--- config.mk ---
export PLATFORM = sky130hd
export DESIGN_NAME = out_uart_tx
export DESIGN_NICKNAME = d
export VERILOG_FILES = /design/src/rtl/out_uart_tx_pkg.sv /design/src/rtl/out_uart_tx_sync_fifo.sv /design/src/rtl/out_uart_tx.sv
export SDC_FILE = /design/constraint.sdc
export NUM_CORES = 1
export LEC_CHECK = 0
export BUFFER_PORTS_ARGS = -buffer_cell sky130_fd_sc_hd__buf_2
export CAP_MARGIN = 0
export CORE_MARGIN = 4
export CORE_UTILIZATION = 60
export CTS_CLUSTER_SIZE = 10
export DETAILED_ROUTE_END_ITERATION = 10
export GPL_TIMING_DRIVEN = 0
export PLACE_DENSITY_LB_ADDON = 0.2
export SLEW_MARGIN = 20
export SYNTH_ARGS = -nofsm -noshare
export SYNTH_HDL_FRONTEND = slang
export SYNTH_SLANG_ARGS = --single-unit
--- constraint.sdc ---
create_clock -name clk -period 4.64 [get_ports clk]
set_input_delay 0.696 -clock clk [delete_from_list [all_inputs] [get_ports clk]]
set_output_delay 0.696 -clock clk [all_outputs]
set_load 0.02 [all_outputs]
--- src/rtl/out_uart_tx_pkg.sv ---
// rtl/out_uart_tx_pkg.sv - shared state encoding and framing constants for out_uart_tx
package out_uart_tx_pkg;

    typedef enum logic [1:0] {
        ST_IDLE  = 2'd0,
        ST_START = 2'd1,
        ST_DATA  = 2'd2,
        ST_STOP  = 2'd3
    } tx_state_e;

    localparam int UART_BYTES_PER_WORD = 4;
    localparam int UART_DATA_BITS      = 8;

    // Bit position inside the 32-bit word for a given byte and bit index.
    function automatic logic [4:0] bit_pos(input logic [1:0] byte_idx, input logic [2:0] bit_idx);
        return {byte_idx, bit_idx};
    endfunction

endpackage

--- src/rtl/out_uart_tx_sync_fifo.sv ---
// rtl/out_uart_tx_sync_fifo.sv - synchronous first-word-fall-through FIFO
module sync_fifo #(
    parameter int WIDTH = 32,
    parameter int DEPTH = 4
) (
    input  logic             clk,
    input  logic             rst,
    input  logic             push,
    input  logic [WIDTH-1:0] din,
    input  logic             pop,
    output logic [WIDTH-1:0] dout,
    output logic             full,
    output logic             empty
);
    localparam int AW = $clog2(DEPTH);

    logic [WIDTH-1:0] mem_q [DEPTH];
    logic [AW:0]      wr_ptr_q;
    logic [AW:0]      rd_ptr_q;
    logic             do_push;
    logic             do_pop;

    // Extra pointer MSB separates full (MSBs differ) from empty (pointers equal).
    assign empty   = (wr_ptr_q == rd_ptr_q);
    assign full    = (wr_ptr_q[AW] != rd_ptr_q[AW]) && (wr_ptr_q[AW-1:0] == rd_ptr_q[AW-1:0]);
    assign do_push = push && !full;
    assign do_pop  = pop && !empty;
    assign dout    = mem_q[rd_ptr_q[AW-1:0]];

    always_ff @(posedge clk) begin
        if (rst) begin
            wr_ptr_q <= '0;
            rd_ptr_q <= '0;
        end else begin
            if (do_push) wr_ptr_q <= wr_ptr_q + 1'b1;
            if (do_pop)  rd_ptr_q <= rd_ptr_q + 1'b1;
        end
    end

    always_ff @(posedge clk) begin
        if (do_push) mem_q[wr_ptr_q[AW-1:0]] <= din;
    end

endmodule

--- src/rtl/out_uart_tx.sv ---
// rtl/out_uart_tx.sv - captures changes of the result bus and streams each word over UART 8N1
module out_uart_tx
    import out_uart_tx_pkg::*;
#(
    parameter int CLKS_PER_BIT = 434,
    parameter int FIFO_DEPTH   = 4
) (
    input  logic        clk,
    input  logic        rst,
    input  logic [31:0] data_in,
    input  logic        en,
    output logic        txd,
    output logic        busy,
    output logic        fifo_full,
    output logic        overflow,
    output logic [15:0] words_sent
);
    localparam int CW = $clog2(CLKS_PER_BIT);
    localparam logic [CW-1:0] BIT_LAST  = CW'(CLKS_PER_BIT - 1);
    localparam logic [2:0]    IDX_LAST  = 3'(UART_DATA_BITS - 1);
    localparam logic [1:0]    BYTE_LAST = 2'(UART_BYTES_PER_WORD - 1);

    tx_state_e   state_q;
    logic        txd_q;
    logic [CW-1:0] bit_cnt_q;
    logic [2:0]  bit_idx_q;
    logic [1:0]  byte_idx_q;
    logic [31:0] shift_q;
    logic [15:0] words_sent_q;
    logic [31:0] prev_q;
    logic        overflow_q;
    logic        overflow_d;

    logic        change;
    logic        pop;
    logic        fifo_empty;
    logic [31:0] fifo_dout;
    logic        bit_last;

    assign change     = en && (data_in != prev_q);
    assign pop        = (state_q == ST_IDLE) && !fifo_empty;
    assign bit_last   = (bit_cnt_q == BIT_LAST);
    assign overflow_d = overflow_q || (change && fifo_full);

    sync_fifo #(.WIDTH(32), .DEPTH(FIFO_DEPTH)) u_fifo (
        .clk   (clk),
        .rst   (rst),
        .push  (change),
        .din   (data_in),
        .pop   (pop),
        .dout  (fifo_dout),
        .full  (fifo_full),
        .empty (fifo_empty)
    );

    // prev_q follows every enabled change, including ones the FIFO drops.
    always_ff @(posedge clk) begin
        if (rst) begin
            prev_q     <= '0;
            overflow_q <= 1'b0;
        end else begin
            if (change) prev_q <= data_in;
            overflow_q <= overflow_d;
        end
    end

    always_ff @(posedge clk) begin
        if (rst) begin
            state_q      <= ST_IDLE;
            txd_q        <= 1'b1;
            bit_cnt_q    <= '0;
            bit_idx_q    <= '0;
            byte_idx_q   <= '0;
            shift_q      <= '0;
            words_sent_q <= '0;
        end else begin
            case (state_q)
                ST_IDLE: begin
                    if (!fifo_empty) begin
                        shift_q    <= fifo_dout;
                        byte_idx_q <= '0;
                        bit_cnt_q  <= '0;
                        txd_q      <= 1'b0;
                        state_q    <= ST_START;
                    end
                end
                ST_START: begin
                    if (bit_last) begin
                        bit_cnt_q <= '0;
                        bit_idx_q <= '0;
                        txd_q     <= shift_q[bit_pos(byte_idx_q, 3'd0)];
                        state_q   <= ST_DATA;
                    end else begin
                        bit_cnt_q <= bit_cnt_q + 1'b1;
                    end
                end
                ST_DATA: begin
                    if (bit_last) begin
                        bit_cnt_q <= '0;
                        if (bit_idx_q == IDX_LAST) begin
                            txd_q   <= 1'b1;
                            state_q <= ST_STOP;
                        end else begin
                            bit_idx_q <= bit_idx_q + 3'd1;
                            txd_q     <= shift_q[bit_pos(byte_idx_q, bit_idx_q + 3'd1)];
                        end
                    end else begin
                        bit_cnt_q <= bit_cnt_q + 1'b1;
                    end
                end
                ST_STOP: begin
                    if (bit_last) begin
                        bit_cnt_q <= '0;
                        if (byte_idx_q != BYTE_LAST) begin
                            byte_idx_q <= byte_idx_q + 2'd1;
                            txd_q      <= 1'b0;
                            state_q    <= ST_START;
                        end else begin
                            words_sent_q <= words_sent_q + 16'd1;
                            state_q      <= ST_IDLE;
                        end
                    end else begin
                        bit_cnt_q <= bit_cnt_q + 1'b1;
                    end
                end
                default: state_q <= ST_IDLE;
            endcase
        end
    end

    assign txd        = txd_q;
    assign busy       = (state_q != ST_IDLE) || !fifo_empty;
    assign overflow   = overflow_q;
    assign words_sent = words_sent_q;

endmodule

### After elaboration in Yosys (flattened, before gate mapping)

Memories as Yosys holds them, arrays and structs flattened. A register that Yosys moved wholly into a read port is not among the register bits.
Index checks and enable logic that the tools add are counted.

| cells by class | value |
|---|---|
| $lt $le $gt $ge | 2 |
| bitwise operators | 2 |
| equal/unequal tests | 17 |
| add/sub/neg operators | 6 |
| reductions and logical operators | 21 |
| mux-type cells | 31 |

Operators by type and width:

| cell | number |
|---|---|
| 32-bit inequality test | 1 |
| 9-bit two-way mux | 2 |
| 9-bit one-hot mux with 2 select lines | 1 |
| 16-bit by 1-bit adder with 16-bit output (second input constant) | 1 |
| 2-bit two-way mux | 8 |
| 2-bit inequality test (second input constant) | 8 |
| 5-bit by 6-bit less-than comparator with 1-bit output (second input constant) | 2 |
| 1-bit two-way mux | 11 |
| 5-bit AND reduction | 2 |
| 3-bit by 1-bit adder with 3-bit output (second input constant) | 3 |
| 9-bit by 1-bit adder with 9-bit output (second input constant) | 1 |
| 9-bit equality test (second input constant) | 1 |
| 3-bit two-way mux | 3 |
| 2-bit one-hot mux with 4 select lines | 1 |
| 4-bit AND reduction | 2 |
| 1-bit logical AND | 6 |
| 3-bit one-hot mux with 2 select lines | 1 |
| 2-bit nonzero test | 3 |
| 1-bit binary-select mux with 5-bit select | 1 |
| 2-bit equality test (second input constant) | 2 |
| 1-bit one-hot mux with 4 select lines | 1 |
| 2-bit one-hot mux with 2 select lines | 1 |
| 3-bit equality test | 1 |
| 3-bit equality test (second input constant) | 1 |
| other kinds (12) | 15 |

| word-level totals | value |
|---|---|
| memories kept | 1 |
| output and inout port bits | 20 |
| register bits | 72 |
| RAM bits | 128 |
| logic and storage cells | 90 |
| input bits | 35 |

Memory list:

| memory | depth | width | read ports | clocked after memory_dff | wr ports | RTL line | text |
|---|---|---|---|---|---|---|---|
| u_fifo.mem_q | 4 | 32 | 1 | 1 | 1 | out_uart_tx_sync_fifo.sv:17 | `logic [WIDTH-1:0] mem_q [DEPTH];` |

### Depth between registers and ports, before layout

Gate-level depths: netlist of run 1.

| depth | value |
|---|---|
| depth after elaboration | 6 |
| gate-level depth with buffers | 8 |
| mapped depth without buffers | 7 |

### Modules after synthesis

A second synthesis of run 1 with hierarchy kept.

| unflattened totals | value |
|---|---|
| cell total of the unflattened synthesis | 750 |
| area, all modules | 9713.1 sq um |

Modules (own cells, without submodules):

| module | area an instance (sq um) | instances | cells an instance | seq. area each (sq um) |
|---|---|---|---|---|
| sync_fifo | 5177.5 | 1 | 235 | 4003.8 |
| out_uart_tx | 4535.6 | 1 | 515 | 1961.9 |

### Worst setup path before layout of run 1

No wires, ideal clock.

| timing path | value |
|---|---|
| kind | input to register |
| start | input port data_in[24] |
| end | register u_fifo.wr_ptr_q[2] |
| data arrival time | 3.072 ns |
| stages | 5 |
| required time | 4.517 ns |
| path slack | 1.446 ns |
| buffers on the path | 0 |
| setup time | 0.123 ns |
| path through | xnor2_1 -> nand4_1 -> nor4_2 -> a21oi_1 -> mux2_2 |

| on the way | value |
|---|---|
| word-level cells in the longest chain between the ends | 3 |

RTL lines:

| element | RTL line | text |
|---|---|---|
| start, declared | out_uart_tx.sv:10 | `input logic [31:0] data_in,` |
| 32-bit inequality test | out_uart_tx.sv:40 | `assign change = en && (data_in != prev_q);` |
| 1-bit logical AND | out_uart_tx.sv:40 |  |
| 1-bit logical AND | out_uart_tx_sync_fifo.sv:26 | `assign do_push = push && !full;` |
| end signal, assigned | out_uart_tx_sync_fifo.sv:35 | `if (do_push) wr_ptr_q <= wr_ptr_q + 1'b1;` |
| end, declared | out_uart_tx_sync_fifo.sv:18 | `logic [AW:0] wr_ptr_q;` |

No other way between the ends.
A chain may end at the register's enable or synchronous reset.

### Final worst setup path of run 1

| timing path | value |
|---|---|
| start | register u_fifo.rd_ptr_q[1] |
| end | output port busy |

| on the way | value |
|---|---|
| word-level cells in the longest chain between the ends | 3 |

RTL lines:

| element | RTL line | text |
|---|---|---|
| start, declared | out_uart_tx_sync_fifo.sv:19 | `logic [AW:0] rd_ptr_q;` |
| start signal, assigned | out_uart_tx_sync_fifo.sv:36 | `if (do_pop) rd_ptr_q <= rd_ptr_q + 1'b1;` |
| 3-bit equality test | out_uart_tx_sync_fifo.sv:24 | `assign empty = (wr_ptr_q == rd_ptr_q);` |
| 1-bit logical NOT | out_uart_tx.sv:132 | `assign busy = (state_q != ST_IDLE) \|\| !fifo_empty;` |
| 1-bit logical OR | out_uart_tx.sv:132 |  |
| end, declared | out_uart_tx.sv:13 | `output logic busy,` |

No other way between the ends.

==> run metrics, run 1 <==
Cell Rows 46; DRC Markers 0; # resized after CTS 0; worst clock skew approximately 10 ps; Syn-to-layout area delta 14.81%; first-pass GRT wire length 33.35 mm; synth top area cells edfxtp_1 (39%), dfxtp_1 (21%), mux4_2 (9.0%); IO Count between 50 and 60; Final Hold Fails 0; syn_area_per_cell 12.78 um2; number of nets in the layout just over 900; hold depth 1; Largest stage delay, worst path 330 ps; asr flop ratio synth 0%; final worst slack 1852 ps; DRT Wirelength between 20 and 25 mm; Worst-Skew Late Latency between 500 and 600 ps; Tot Pwr 5.691 mW; post-layout utilization of the core ~71%; Core Area 15940 um2; max_cap viols 0; Lkg Pwr 4.034 nW; worst slew pin tran 736.8 ps; most frequent cell after synthesis nand2_1; Via Count 6255; IO buf count 54; WL/cell between 15 and 20 um; status complete, no violations; initial drt markers 480; die area 18440 um2; nature of the critical path startpoint register; Mapped Nets 818; FF+latch count, synth around 230; share of layout cells above drive strength 1 19.45%; clock tree from TritonCTS built; worst min-delay path category primary input to register; Max Buffers Root-to-Sink 3; Crit Path Class register to primary output; Initial Utilization 61.47%; Die Span Y 135.8 um; CTS Hold Buffers Added 0; largest net degree at the start of global routing 23; Die X about 140 um; area leader, netlist edfxtp_1; synthesized area 9799 um2; WP data required 3940 ps; Netlist cell types 57; Post-Syn Instances ~770; crit path max-delay cell type and4_4; fmax 0.3587 GHz; CP endpoint kind primary output; Post-Layout Cell Count 1091; Root Buffer clkbuf_16; sequential area share after synthesis about three fifths; Yosys top cell area share about two fifths; max-slew violations 0; Synth Flop Type edfxtp_1; worst hold slack 413.2 ps; CP cell instances buf_2 > xnor2_2 > and4_4 > inv_2 > buf_2 > buf_2; GPL Wtd Cong 0.8753; synth warn 0; worst r2r path cells 6; most used cell, CP buf_2; GRT Util Overall 23.35%; Final ANT Viol Nets 0; Slew headroom roughly half; Clock transition at path regs about 60 ps; RSZ-0062 raised after global routing false; TritonCTS Buffers 27; Pre-Repair DR Iteration Count 5; maximum fanout along the worst path 10; Arr. time, crit path 2090 ps; Post-synth EDFFs 128; clock sink total 232; Synth top cells by count nand2_1 (151), edfxtp_1 (128), dfxtp_1 (104); hpwl dp about 15 mm; via/cell ratio 5.733; Cells after DPL 1042; post-CTS setup buffers 0; VDD IR max 0.4149 mV; setup violators final 0; vias in the first global route 6403; initial antenna violation count 2; Final Critical Period between 2000 and 3000 ps; Final period util approximately 60%; pre-CTS WS 1366 ps; P per Cell Area 505.8 nW/um2; H-tree lvl count 1; remaining global-route overflow 0
[through the flow]
stage               area, um2  setup TNS [ps]
floorplan                9799               0
global placement        10340           -2770
detailed placement      10470               0
CTS                     11250               0
global route            11250               0
finish                  11250               0
[placed cells by master, fill, tap and decap left out, types with 27 or more instances in the layout]
cell,n
nor2_1,36
dfxtp_1,104
a21oi_1,41
mux2i_1,37
mux4_2,39
clkbuf_16,27
buf_2,65
nand2_1,151
xnor2_1,45
clkbuf_1,39
edfxtp_1,128
[worst max-delay path, delay by kind of cell (launching register included)]
family,cells,cell delay (ps)
DFF,1,310
xor gates and xnor gates,1,290
and+or+nand+nor,1,330
buffers and inverters,4,630
[state kept, by name (all words and copies together) (netlist names)]
register,flops
u_fifo.rd_ptr_q,3
state_q,2
overflow,1
u_fifo.wr_ptr_q,3
txd,1
words_sent,16
prev_q,32
shift_q,32
byte_idx_q,2
bit_cnt_q,9
bit_idx_q,3
u_fifo.mem_q,128
[layout make-up]
type	instances	area [um2]
sequential	232	5926
inverter	13	48.80
buffer	41	212.7
multi-input combinational	481	3627
fill	1102	4692
clock inverter	2	26.28
antenna	1	2.502
tap	216	270.3
clock buffer	46	757.0
timing repair buffer	59	380.4
[power breakdown]
| part | internal [mW] | switching (mW) | total (mW) | leakage [nW] |
|---|---|---|---|---|
| Combinational | 0.522 | 0.773 | 1.29 | 1.63 |
| Sequential | 2.39 | 0.113 | 2.51 | 2.03 |
| Clock | 1.10 | 0.785 | 1.89 | 0.375 |
| Total | 4.02 | 1.67 | 5.69 | 4.03 |
[cell families (layout without fill, tap and decap cells)]
logic type	Yosys count	after routing	share of synthesized area, %
flops	232	232	60.47
compound gates	68	68	4.252
simple gates	260	260	12.17
mux	78	78	12.97
buf+inv	54	161	2.669
other cells	0	1	0
fa+ha+maj	16	16	2.043
xor+xnor	59	59	5.426
[per-layer routing]
layer / global-route usage, % / share of wire, %
met1: 30.76 / 41
met2: 40.96 / 52
met3: 3.418 / 5.2
met4: 6.047 / 2.0
met5: 0 / 0.057
[worst paths after layout]
check / from / slack, ps / end
min reg2reg: shift_q[21] / 460 / shift_q[21]
max reg2reg: prev_q[31] / 1870 / u_fifo.mem_q[2][21]
min: data_in[3] / 410 / u_fifo.mem_q[2][3]
max: u_fifo.rd_ptr_q[1] / 1850 / busy
Power figures use the tool's default switching activity.
==> run 2: changes to the inputs <==
Settings changed: CORE_UTILIZATION 60 to 55.
Clock period 4.64 ns to 2.3 ns, I/O delays scaled along.
==> run 2 against run 1 <==
Sequential power increased by 100%. Total power up 100%. Die area increased by 8.5%. Critical endpoint unchanged. Register-to-register slack got worse by 1800 ps. First-iteration DRC count up 9.4%. Via count shrank 0.54%. Non-clock buffer count shrank 3.
==> run metrics, run 2 (synthesis gave the netlist of run 1 again) <==
Final period util 95.68%; Die X 141.5 um (+4.2%); commonest cells after routing, fill and taps aside nand2_1 (151), edfxtp_1 (128), dfxtp_1 (104); GPL Wtd Cong 0.7670 (-12%); GRT Util Overall 21.16% (-2.2 points); Final ANT Viol Nets 0 (unchanged); DRC Markers 0 (unchanged); Tot Pwr 11.47 mW (+100%); H-tree lvl count 1 (unchanged); Worst-Skew Late Latency 530 ps (about the same); DRT Wirelength 21.47 mm (+2.5%); worst clock skew 11.99 ps (+1.974 ps); RSZ-0062 raised after global routing true; via/cell ratio 5.666 (-1.2%); met3 Use GR 3.438% (+0.020 points); pre-CTS WS -621.1 ps (-1987 ps); clock sink total 232 (unchanged); final worst slack 99.30 ps (-1753 ps); Crit Path Class register to primary output; Arr. time, crit path 1860 ps (-230 ps); WL/cell 19.55 um (+1.8%); most common cell after layout, fill and taps aside nand2_1; Cell Rows 48 (+4.3%); Die Span Y 141.5 um (+4.2%); met1 usage 27.58% (-3.2 points); Reg-to-Reg Start bit_idx_q[0]; Initial Utilization 56.46% (-5.0 points); final antenna diode count 0 (-1); WP data required 1960 ps (-1980 ps); Via Count 6221 (-0.54%); IO buf count 54 (unchanged); CP endpoint kind primary output; max reg flops 128 (unchanged); number of nets in the layout 906 (unchanged); Final Hold Fails 0 (unchanged); vias in the first global route 6359 (-0.69%); Max Buffers Root-to-Sink 3 (unchanged); initial drt markers 525 (+9.4%); P per Cell Area 1019 nW/um2 (+100%); die area 20020 um2 (+8.5%); FF-to-FF End txd; maximum fanout along the worst path 16 (+6); Core Area 17360 um2 (+8.9%); Clock transition at path regs 60 ps (about the same); largest net degree at the start of global routing 33 (+43%); Syn-to-layout area delta 14.93%; start point of the critical path u_fifo.rd_ptr_q[0]; nature of the critical path startpoint register; hpwl dp 14.26 mm (-2.2%); worst r2r path cells 8 (+2); GR peak layer met2; worst slew pin tran 753.5 ps (+16.67 ps); status complete, no violations; R2R setup slack 110 ps (-1760 ps); first-pass GRT wire length 33.53 mm (+0.54%); IO Count 55 (unchanged); setup violators final 0 (unchanged); fmax 0.4544 GHz; max-slew violations 0 (unchanged); TritonCTS Buffers 27 (unchanged); worst min-delay path category primary input to register; Slew headroom 49.77% (-1.1 points); crit path capture busy; global-route track usage on met2 37.17% (-3.8 points); remaining global-route overflow 0 (unchanged); Pre-Repair DR Iteration Count 5 (unchanged); clock tree from TritonCTS built; share of layout cells above drive strength 1 19.82% (+0.37 points); VDD IR max 0.7744 mV (+87%); Lkg Pwr 4.036 nW (about the same); initial antenna violation count 2 (unchanged); max_cap viols 0 (unchanged); CTS Hold Buffers Added 0 (unchanged); Final Critical Period 2201 ps; Root Buffer clkbuf_16
## run 2: cell types whose count changed in the layout (fill, tap and decap cells not counted), moves of 2 or more
cell and change:
and2_4 +6, and2_2 -3, buf_2 -3, a2111oi_0 -2
buf_12 -2, buf_4 +2
## run 2: layout make-up
| cell class | count | area [um2] |
|---|---|---|
| Buffer | 40 | 212.7 |
| Clock buffer | 45 | 743.2 |
| Clock inverter | 2 | 28.78 |
| Fill cell | 1276 | 6095 |
| Inverter | 13 | 51.30 |
| Multi-Input combinational cell | 484 | 3699 |
| Sequential cell | 232 | 5926 |
| Tap cell | 225 | 281.5 |
| Timing Repair Buffer | 57 | 320.3 |
## run 2: how the worst min path moves through the flow
| stage | depth (start not counted) | endpoint | slack (ps) | start |
|---|---|---|---|---|
| global route | 1 | u_fifo.mem_q[0][3] | 70 | data_in[3] |
| floorplan | 2 | shift_q[13] | 430 | shift_q[13] |
| global placement | 2 | shift_q[26] | 440 | shift_q[26] |
| finish | 1 | u_fifo.mem_q[2][15] | 70 | data_in[15] |
| CTS | 1 | u_fifo.mem_q[3][15] | 50 | data_in[15] |
| detailed placement | 2 | bit_idx_q[1] | 450 | bit_idx_q[1] |
## run 2: per-layer routing
| metal | vias up | wire, um | part of all wire [%] |
|---|---|---|---|
| met5 | - | 25 | 0.12 |
| met4 | 4 | 401 | 1.9 |
| met3 | 38 | 1197 | 5.6 |
| met1 | 3046 | 9048 | 42 |
| met2 | 189 | 10790 | 50 |
| li1 | 2944 | - | - |
## run 2: report_power, final
group / internal, mW / total [mW] / switching [mW]
sequential: 4.83 / 5.07 / 0.239
combinational: 1.06 / 2.62 / 1.56
clock: 2.20 / 3.79 / 1.59
total: 8.08 / 11.5 / 3.39
## run 2: stage by stage
step | utilization [%] | hold slack [ps] | TNS, ps | std cells | cell area [um2]
floorplan | - | 431.8 | -17.55 | 767 | 9807
global placement | 59.68 | 440.6 | -69440 | 1046 | 10360
detailed placement | 59.97 | 450.5 | -67970 | 1048 | 10410
CTS | 64.54 | 52.09 | 0 | 1095 | 11200
global route | 64.89 | 65.93 | -16.92 | 1098 | 11260
finish | 64.89 | 68.35 | 0 | 1098 | 11260
## run 2: timing repair
action                                  CTS  global route
pin swaps                                 3             4
setup buffers                             1             0
hold endpoints to repair                  0             0
resized for setup                         6            12
endpoints found under the setup margin  111           105
gates cloned                              0             3
## run 2: critical path, cell delays in order, from the launching register on
cell,delay (ps)
dfxtp_1,320
buf_4,180
xnor2_2,240
and4_4,330
inv_4,90
buf_2,170
==> run 3: changes to the inputs <==
Settings changed: CORE_MARGIN 4 to 5.
==> run 3 against run 2 <==
Clock skew shrank 4.0 ps. Largest power group unchanged. Critical endpoint unchanged. Global-route usage down 0.76 points. Clock power increased by 2%. Via count shrank 0.77%.
==> run metrics, run 3 (synthesis gave the netlist of run 1 again) <==
via/cell ratio 5.612 (-0.95%); worst clock skew 8.029 ps (-3.961 ps); Slew headroom 53.84% (+4.1 points); VDD IR max 0.6583 mV (-15%); Final period util 95.43% (-0.25 points); Internal Power 8.139 mW (+0.68%); Core Area 17420 um2 (+0.35%); IO buf count 54 (unchanged); maximum fanout along the worst path 16 (unchanged); remaining global-route overflow 0 (unchanged); clock sink total 232 (unchanged); clock share of power 33.6% (+0.6 points); final antenna diode count 0 (unchanged); post-layout utilization of the core 64.64% (-0.25 points); first-pass GRT wire length 32.84 mm (-2.0%); initial antenna violation count 0 (-2); WL/cell 19.02 um (-2.7%); GPL Wtd Cong 0.7935 (+3.5%); setup tns final 0 ps (unchanged); largest net degree at the start of global routing 33 (unchanged); Die X 143.5 um (+1.4%); hpwl dp 14.13 mm (-0.95%); Final Hold Fails 0 (unchanged); most common cell after layout, fill and taps aside nand2_1; RSZ-0062 raised after global routing false; sw frac 29.08% (-0.46 points); initial drt markers 423 (-19%); setup violators final 0 (unchanged); CTS Hold Buffers Added 0 (unchanged); Crit Path Class register to primary output; WP data required 1960 ps (about the same); Cell Rows 48 (unchanged); Initial Utilization 56.26% (-0.19 points); worst hold slack 63.12 ps (-5.234 ps); die area 20590 um2 (+2.8%); Pre-Repair DR Iteration Count 5 (unchanged); worst slew pin tran 692.4 ps (-61.16 ps); TritonCTS Buffers 27 (unchanged); placed cell area 10410 um2 (unchanged); Arr. time, crit path 1850 ps (about the same); CP endpoint kind primary output; Die Span Y 143.5 um (+1.4%); IO Count 55 (unchanged); Seq pwr share 44.1% (about the same); Syn-to-layout area delta 14.89% (about the same); Psw 3.337 mW (-1.5%); clock tree from TritonCTS built; commonest cells after routing, fill and taps aside nand2_1 (151), edfxtp_1 (128), dfxtp_1 (104); fmax 0.4556 GHz (+0.26%); number of nets in the layout 906 (unchanged); Max Buffers Root-to-Sink 3 (unchanged); nature of the critical path startpoint register; worst min-delay path category primary input to register; vias in the first global route 6294 (-1.0%); Design Area, Final 11260 um2 (about the same); max reg flops 128 (unchanged); status complete, no violations; DRC Markers 0 (unchanged); H-tree lvl count 1 (unchanged); Final ANT Viol Nets 0 (unchanged); combinational fraction of design power 22.3% (-0.5 points); Lkg Pwr 4.038 nW (about the same); Final Critical Period 2195 ps (-5.771 ps); P per Cell Area 1019 nW/um2 (about the same); max_cap viols 0 (unchanged); share of layout cells above drive strength 1 19.66% (-0.16 points); Via Count 6173 (-0.77%); GRT Util Overall 20.39% (-0.76 points); Worst-Skew Late Latency 540 ps (about the same); max-slew violations 0 (unchanged); Root Buffer clkbuf_16; DRT Wirelength 20.92 mm (-2.6%); Clock transition at path regs 50 ps (about the same)
[run 3: final cells by class]
type | count | area (um2)
buffer | 40 | 212.7
clock buffer | 48 | 774.5
sequential | 232 | 5926
fill | 1293 | 6158
clock inverter | 1 | 20.02
tap | 225 | 281.5
inverter | 13 | 51.30
timing repair buffer | 57 | 320.3
multi-input combinational | 484 | 3672
[run 3: metrics by stage]
stage	std cells	total power [mW]	setup slack (ps)
final	1100	11.48	105.1
after global routing	1100	12.04	1.297
after CTS	1097	11.53	25.53
after detailed placement	1048	7.684	-614.7
after global placement	1046	7.595	-851.1
after floorplan	767	6.962	-17.55
[run 3: what timing repair did]
action | 4_1_cts | 5_1_grt
setup endpoints to repair | 110 | 98
cloned | 0 | 3
gates resized for setup | 5 | 7
setup buffers | 1 | 0
pin swaps | 3 | 4
[run 3: path summary, 6_finish.rpt]
kind	start	end	slack (ps)	cells past startpoint
worst min-delay path	data_in[4]	u_fifo.mem_q[0][4]	60	1
worst max register to register	u_fifo.rd_ptr_q[0]	u_fifo.mem_q[3][24]	170	7
worst min register to register	shift_q[17]	shift_q[17]	450	2
worst max-delay path	u_fifo.rd_ptr_q[1]	busy	110	5
[run 3: per-layer routing]
layer,routed length (um),vias to the layer above,GRT usage (%)
met5,0,-,0
met4,545,0,5.897
met1,8711,3045,25.85
met2,10710,149,36.45
met3,947,35,3.095
li1,-,2944,-
[run 3: power groups by stage]
stage | registers, mW | logic [mW] | clock network, mW
floorplan | 5.07 | 1.89 | 0
global placement | 5.12 | 2.47 | 0
detailed placement | 5.15 | 2.53 | 0
CTS | 5.07 | 2.55 | 3.91
global route | 5.11 | 2.82 | 4.11
finish | 5.07 | 2.56 | 3.85
[run 3: worst max-delay path: stages (launching register included)]
cell and delay (ps):
dfxtp_1 310, buf_2 180, xnor2_2 240, and4_4 330, inv_4 100, buf_2 170
